## config.mk

```make
export PLATFORM = sky130hd
export DESIGN_NAME = hzrd_ctrl
export DESIGN_NICKNAME = d
export VERILOG_FILES = /design/src/rtl/hzrd_pkg.sv /design/src/rtl/hzrd_fwd_sel.sv /design/src/rtl/hzrd_ctrl.sv
export SDC_FILE = /design/constraint.sdc
export NUM_CORES = 1
export LEC_CHECK = 0
export CAP_MARGIN = 40
export CORE_ASPECT_RATIO = 1.1
export CORE_MARGIN = 2
export CORE_UTILIZATION = 40
export CTS_CLUSTER_SIZE = 14
export DETAILED_ROUTE_END_ITERATION = 6
export MAX_ROUTING_LAYER = met4
export SLEW_MARGIN = 20
export SYNTH_ARGS = -nofsm -noshare
export SYNTH_HDL_FRONTEND = slang
export SYNTH_HIERARCHICAL = 1
export SYNTH_SLANG_ARGS = --single-unit
```

## constraint.sdc

```tcl
create_clock -name i_clk -period 3.4 [get_ports i_clk]
set_clock_uncertainty 0.2 [all_clocks]
set_input_delay 0.34 -clock i_clk [delete_from_list [all_inputs] [get_ports i_clk]]
set_output_delay 0.34 -clock i_clk [all_outputs]
set_load 0.01 [all_outputs]
```

## src/rtl/hzrd_pkg.sv

```systemverilog
// hzrd_pkg: shared stage-entry type and select-width helper for the hazard controller
package hzrd_pkg;
  localparam int MAX_ADDR_W = 16;
  typedef struct packed {
    logic                  wen;
    logic [MAX_ADDR_W-1:0] waddr;
    logic                  is_load;
  } stage_t;
  function automatic int sel_w(input int depth);
    return $clog2(depth + 1);
  endfunction
endpackage

```

## src/rtl/hzrd_fwd_sel.sv

```systemverilog
// hzrd_fwd_sel: youngest-match forward select and load-use detect for one source operand
module hzrd_fwd_sel import hzrd_pkg::*; #(
  parameter int DEPTH      = 2,
  parameter int LOAD_STAGE = 2,
  parameter int SEL_W      = sel_w(DEPTH)
) (
  input  stage_t                stg [DEPTH],
  input  logic [MAX_ADDR_W-1:0] src,
  output logic [SEL_W-1:0]      sel,
  output logic                  load_use
);
  // scan oldest to youngest so the smallest matching stage wins
  always_comb begin
    sel      = '0;
    load_use = 1'b0;
    for (int k = DEPTH; k >= 1; k--)
      if (stg[k-1].wen && stg[k-1].waddr == src && src != '0) begin
        sel      = SEL_W'(k);
        load_use = stg[k-1].is_load && k < LOAD_STAGE;
      end
  end
endmodule

```

## src/rtl/hzrd_ctrl.sv

```systemverilog
// hzrd_ctrl: pipeline hazard tracker with forwarding selects, load-use stall and stall counter
module hzrd_ctrl import hzrd_pkg::*; #(
  parameter int ADDR_W     = 5,
  parameter int DEPTH      = 2,
  parameter int LOAD_STAGE = 2,
  parameter int SEL_W      = sel_w(DEPTH),
  parameter int CNT_W      = 16
) (
  input  logic              i_clk,
  input  logic              i_rst_n,
  input  logic              i_rd_wen,
  input  logic [ADDR_W-1:0] i_rd_waddr,
  input  logic [ADDR_W-1:0] i_rs1_raddr,
  input  logic [ADDR_W-1:0] i_rs2_raddr,
  input  logic              i_is_load,
  input  logic              i_flush,
  input  logic              i_mem_busy,
  output logic              o_if_id_halt,
  output logic              o_id_ex_halt,
  output logic [SEL_W-1:0]  o_fwd_sel_rs1,
  output logic [SEL_W-1:0]  o_fwd_sel_rs2,
  output logic [CNT_W-1:0]  o_stall_cnt
);
  stage_t stg [DEPTH];
  logic   hz1, hz2, load_use, stall;

  hzrd_fwd_sel #(.DEPTH(DEPTH), .LOAD_STAGE(LOAD_STAGE), .SEL_W(SEL_W)) u_rs1 (
    .stg(stg), .src(MAX_ADDR_W'(i_rs1_raddr)), .sel(o_fwd_sel_rs1), .load_use(hz1)
  );
  hzrd_fwd_sel #(.DEPTH(DEPTH), .LOAD_STAGE(LOAD_STAGE), .SEL_W(SEL_W)) u_rs2 (
    .stg(stg), .src(MAX_ADDR_W'(i_rs2_raddr)), .sel(o_fwd_sel_rs2), .load_use(hz2)
  );

  assign load_use     = hz1 | hz2;
  assign stall        = load_use & ~i_flush & ~i_mem_busy;
  assign o_if_id_halt = i_rst_n & (i_mem_busy | stall);
  assign o_id_ex_halt = i_rst_n & (i_mem_busy | stall);

  for (genvar g = 0; g < DEPTH; g++) begin : g_stg
    stage_t d;
    if (g == 0) begin : g_head
      assign d = (i_flush | load_use) ? '0 : stage_t'{i_rd_wen, MAX_ADDR_W'(i_rd_waddr), i_is_load};
    end else begin : g_tail
      assign d = stg[g-1];
    end
    // advance this stage unless memory freezes the whole pipeline
    always_ff @(posedge i_clk or negedge i_rst_n)
      if (!i_rst_n) stg[g] <= '0;
      else if (!i_mem_busy) stg[g] <= d;
  end

  // count load-use bubbles, sticking at all-ones
  always_ff @(posedge i_clk or negedge i_rst_n)
    if (!i_rst_n) o_stall_cnt <= '0;
    else if (stall && o_stall_cnt != '1) o_stall_cnt <= o_stall_cnt + CNT_W'(1);
endmodule

```

---- Word level (Yosys, flattened, before mapping) ----
Cells that the tools add are included.
word-level totals
  logic and storage cells ................. 38
  output and inout bits ................... 22
  register bits ........................... 51
operators by class
  eq/ne operators ......................... 5
  muxes and demuxes ....................... 7
  bitwise gates (word level) .............. 8
  reductions and logical operators ........ 11
  add/sub/neg operators ................... 1
operators with widths
  operator               number
  $eq 16x5->1            4
  $reduce_bool 16->1     2
  $mux 18                1
  $add 16x1->16 const B  1
  $ne 16x16->1 const B   1
  $logic_and 1x1->1      9
  $mux 2                 4
  $and 1x1->1            3
  $or 1x1->1             3
  $mux 1                 2
  $not 1->1              2

---- Logic depth before layout (Yosys ltp) ----
  depth in word-level cells ............... 9
  mapped depth ............................ 8
  mapped depth without buffers ............ 8

---- Modules after synthesis ----
The synthesis kept the hierarchy.
by module, submodules not included
  module        instances  seq. area each (um^2)  cells an instance  area an instance (um^2)
  hzrd_ctrl     1          750.7                  111                1348.8
  hzrd_fwd_sel  2          0.0                    52                 407.9

---- Least setup slack after synthesis ----
OpenSTA, ideal clock, no wires.
  path kind ............................... register to register
  start ................................... reg g_stg[1].d[3] (netlist name)
  end ..................................... reg o_stall_cnt[1]
  stages on the path, launching flop included .. 9
  data arrival time ....................... 2.203 ns
  path buffers ............................ 0
  setup slack ............................. 0.872 ns
  required time ........................... 3.075 ns
  clock period less this slack ............ 2.528 ns
  cell sequence ........................... dfrtp_1 xnor2_1 nand4_1 nor4_1 and4_1 nor2_1 nor3_1 and2_4 mux2_4
on the way
  cells in the longest elaborated chain, start to end .. 8
  elaborated cells between the ends (all ways) .. 12
  those cells by class .................... eq/ne: 2; mux: 2; bitwise: 3; reduce/logical: 5
ends and longest elaborated chain
  what                             line                RTL
  $eq 16x5->1                      hzrd_fwd_sel.sv:17  if (stg[k-1].wen && stg[k-1].waddr == src && src != '0) begin
  $logic_and 1x1->1 (2 in series)  hzrd_fwd_sel.sv:17
  $mux 1                           hzrd_fwd_sel.sv:17
  via hz2                          hzrd_ctrl.sv:25     logic hz1, hz2, load_use, stall;
  $or 1x1->1                       hzrd_ctrl.sv:34     assign load_use = hz1 | hz2;
  $and 1x1->1 (2 in series)        hzrd_ctrl.sv:35     assign stall = load_use & ~i_flush & ~i_mem_busy;
  $logic_and 1x1->1                hzrd_ctrl.sv:55     else if (stall && o_stall_cnt != '1) o_stall_cnt <= o_stall_cnt + CNT_W'(1);
  end signal, assigned             hzrd_ctrl.sv:55
  end, declared                    hzrd_ctrl.sv:22     output logic [CNT_W-1:0] o_stall_cnt
The timed path passes the listed nets, and every way through them passes these cells.
A chain may end at the register's enable or synchronous reset.

---- Final worst setup path ----
  start ................................... in i_rs1_raddr[2]
  end ..................................... out o_id_ex_halt
on the way
  cells in the longest elaborated chain, start to end .. 9
  elaborated cells between the ends (all ways) .. 10
  those cells by class .................... eq/ne: 1; mux: 1; bitwise: 5; reduce/logical: 3
ends and longest elaborated chain
  what                           line                RTL
  start, declared                hzrd_ctrl.sv:13     input logic [ADDR_W-1:0] i_rs1_raddr,
  $eq 16x5->1                    hzrd_fwd_sel.sv:17
  $logic_and 1x1->1              hzrd_fwd_sel.sv:17
  $logic_and 1x1->1 (*)          hzrd_fwd_sel.sv:17
  $mux 1 (*)                     hzrd_fwd_sel.sv:17
  via hz1                        hzrd_ctrl.sv:25
  $or 1x1->1 (*)                 hzrd_ctrl.sv:34
  $and 1x1->1 (*) (2 in series)  hzrd_ctrl.sv:35
  $or 1x1->1 (*)                 hzrd_ctrl.sv:37     assign o_id_ex_halt = i_rst_n & (i_mem_busy | stall);
  $and 1x1->1 (*)                hzrd_ctrl.sv:37
  end, declared                  hzrd_ctrl.sv:19     output logic o_id_ex_halt,
The timed path passes the listed nets; every way through them passes the cells marked *.

==> out/metrics.cfg <==
[cts]
clock_sinks = 29
cts_max_level = 2
cts_buffer_depth = 2
cts_resized = 0
holdBufCountCts = 0
cts_tree = done
cts_buffers = 5
clkSlewWorstSetupHoldPaths_ns = 0.06
postCtsSetupBuffers = 0
clk_latency_ns = 0.28
clock-root-buffer = clkbuf_8

[cells_and_area]
drive_gt1_frac = 0.07487
areaGrowthSynthToFinish_pct = 48.32
multi_input_area_um2 = 1792
seq_area_um2 = 725.7
fillCellCount = 468
fin_nets = 395
utilization = 0.6230
antenna_cells = 0
instances_no_fill = 432

[setup_path]
critPathArrivalTime_ns = 2.66
reg2reg_from = g_stg[1].d[4]
worstPathMaxFanout = 3
required_ns = 2.86
worstSetupPathType = input port to primary output
start_kind = input port
end_kind = primary output
crit_start = i_rs1_raddr[2]

[synthesis]
syn-instance-count = 213
syn_area_per_cell_um2 = 9.992
yosysWarnings = 6
synthesis.area_um2 = 2128

[detailed_routing]
num_vias = 1846
wl_per_cell_um = 10.74
routed_wl_um = 4639
antenna_left = 0
drt_first_pass_iters = 4
drc = 0
drt-initial-drc-count = 38
viasPerCell = 4.273

[grt]
globalRoute.totalOverflow = 0
grt_pass1_wl_um = 7783
antenna_found_initial = 0
met2_usage = 0.2750
grt_use_total = 0.1782
grtUsageMet1 = 0.2388
grt_pass1_vias = 1699
grt_max_degree = 30
grt.busiest_layer = met2
use_met3 = 0.03388

[worst_hold_path]
hp-class = flip-flop to flip-flop
min_from = o_stall_cnt[11]

[power_and_ir_drop]
ir_drop_uv = 218.2
p_leak_nw = 1.386
pwr_density_cell_nw_per_um2 = 275.2

[place]
dp.cells = 424
portBuffers = 42
place.gp.congestion = 0.8189
hpwl_um = 3819

[die]
initial_core_util = 0.4200
fp.dieH_um = 80.51
row_count = 27
die_w_um = 73.55
die-area_um2 = 5921
coreArea_um2 = 5067
ios = 43

[timing]
finalSetupViolCount = 0
finalHoldViolations = 0
period_share = 0.9410
rsz0062_at_grt = no
tns_ns = 0
fmax_ghz = 0.3126
finalMaxSlewViolations = 0
min_period_ns = 3.199

[run]
max_cap_violations = 0

[run_status]
status = completed

-- layout make-up --
class,instances,share of cell area
Tap cell,58,0.02299
Clock inverter,1,0.001585
Clock buffer,7,0.03052
Timing Repair Buffer,48,0.1474
Multi-Input combinational cell,289,0.5676
Sequential cell,29,0.2299
-- placed cells by master, fill, tap and decap left out --
cell,n
nor4b_1,2
nand3b_1,1
nor4_2,1
conb_1,110
nor3_1,7
nor4_1,12
xnor2_1,63
and4_1,4
nand2_2,2
nand2_1,7
or2_2,1
nor2_1,6
o21a_1,1
a311oi_1,2
mux2_2,6
nand4_2,1
dfrtp_1,29
clkinv_2,1
a22o_1,7
nand4b_1,1
or2_1,1
buf_4,6
ha_1,1
or4_4,1
clkbuf_8,7
and2_4,1
nand3_1,6
clkdlybuf4s50_1,42
mux2_4,1
nand4_1,21
xor2_1,16
and3_1,5
or4_1,2
-- critical path, cell delays in order --
cell and delay, ns:
clkdlybuf4s50_1 0.56, xnor2_1 0.14, nand4_1 0.11, nor4_1 0.28
buf_4 0.16, and4_1 0.22, nor2_1 0.07, nor2_1 0.08
o21a_1 0.15, clkdlybuf4s50_1 0.54
-- per-layer routing --
metal  vias to the layer above  wire length, µm  share of wire
met3                         6              145          0.031
met4                         0               51          0.011
met1                       819             2305           0.50
li1                        991                -              -
met2                        30             2136           0.46
met5                         -                0              0
-- metrics by stage --
stage	setup WS, ns	hold slack (ns)	power, W	instance area (µm²)
2_1_floorplan	0.8717	-0.1556	0.0005045	2537
3_3_place_gp	0.1886	0.3006	0.0005624	3049
3_5_place_dp	0.1868	0.3027	0.0005632	3049
4_1_cts	0.1623	0.3116	0.0008746	3151
5_1_grt	0.06402	0.3404	0.0009197	3157
6_report	0.2006	0.3105	0.0008688	3157
-- worst paths after layout --
kind,end,slack [ns],depth (start not counted)
max in group asynchronous,stg[1],2.37,2
setup / recovery,o_id_ex_halt,0.20,10
setup reg to reg,o_stall_cnt[14],0.73,9
hold / removal,o_stall_cnt[11],0.31,1
hold reg to reg,o_stall_cnt[11],0.31,1
min in group asynchronous,o_stall_cnt[14],0.34,2
-- sequential cells by signal, summed over array words and instances, names as in the netlist --
register / flops
o_stall_cnt: 16
g_stg.d: 7
stg: 6
-- power breakdown --
group	switching (W)	total [W]	internal, W
Combinational	0.0000801	0.000179	0.0000993
Clock	0.000127	0.000309	0.000183
Sequential	0.0000205	0.000380	0.000359
Total	0.000228	0.000869	0.000641
Note: power is estimated with default switching activity, not from simulation.
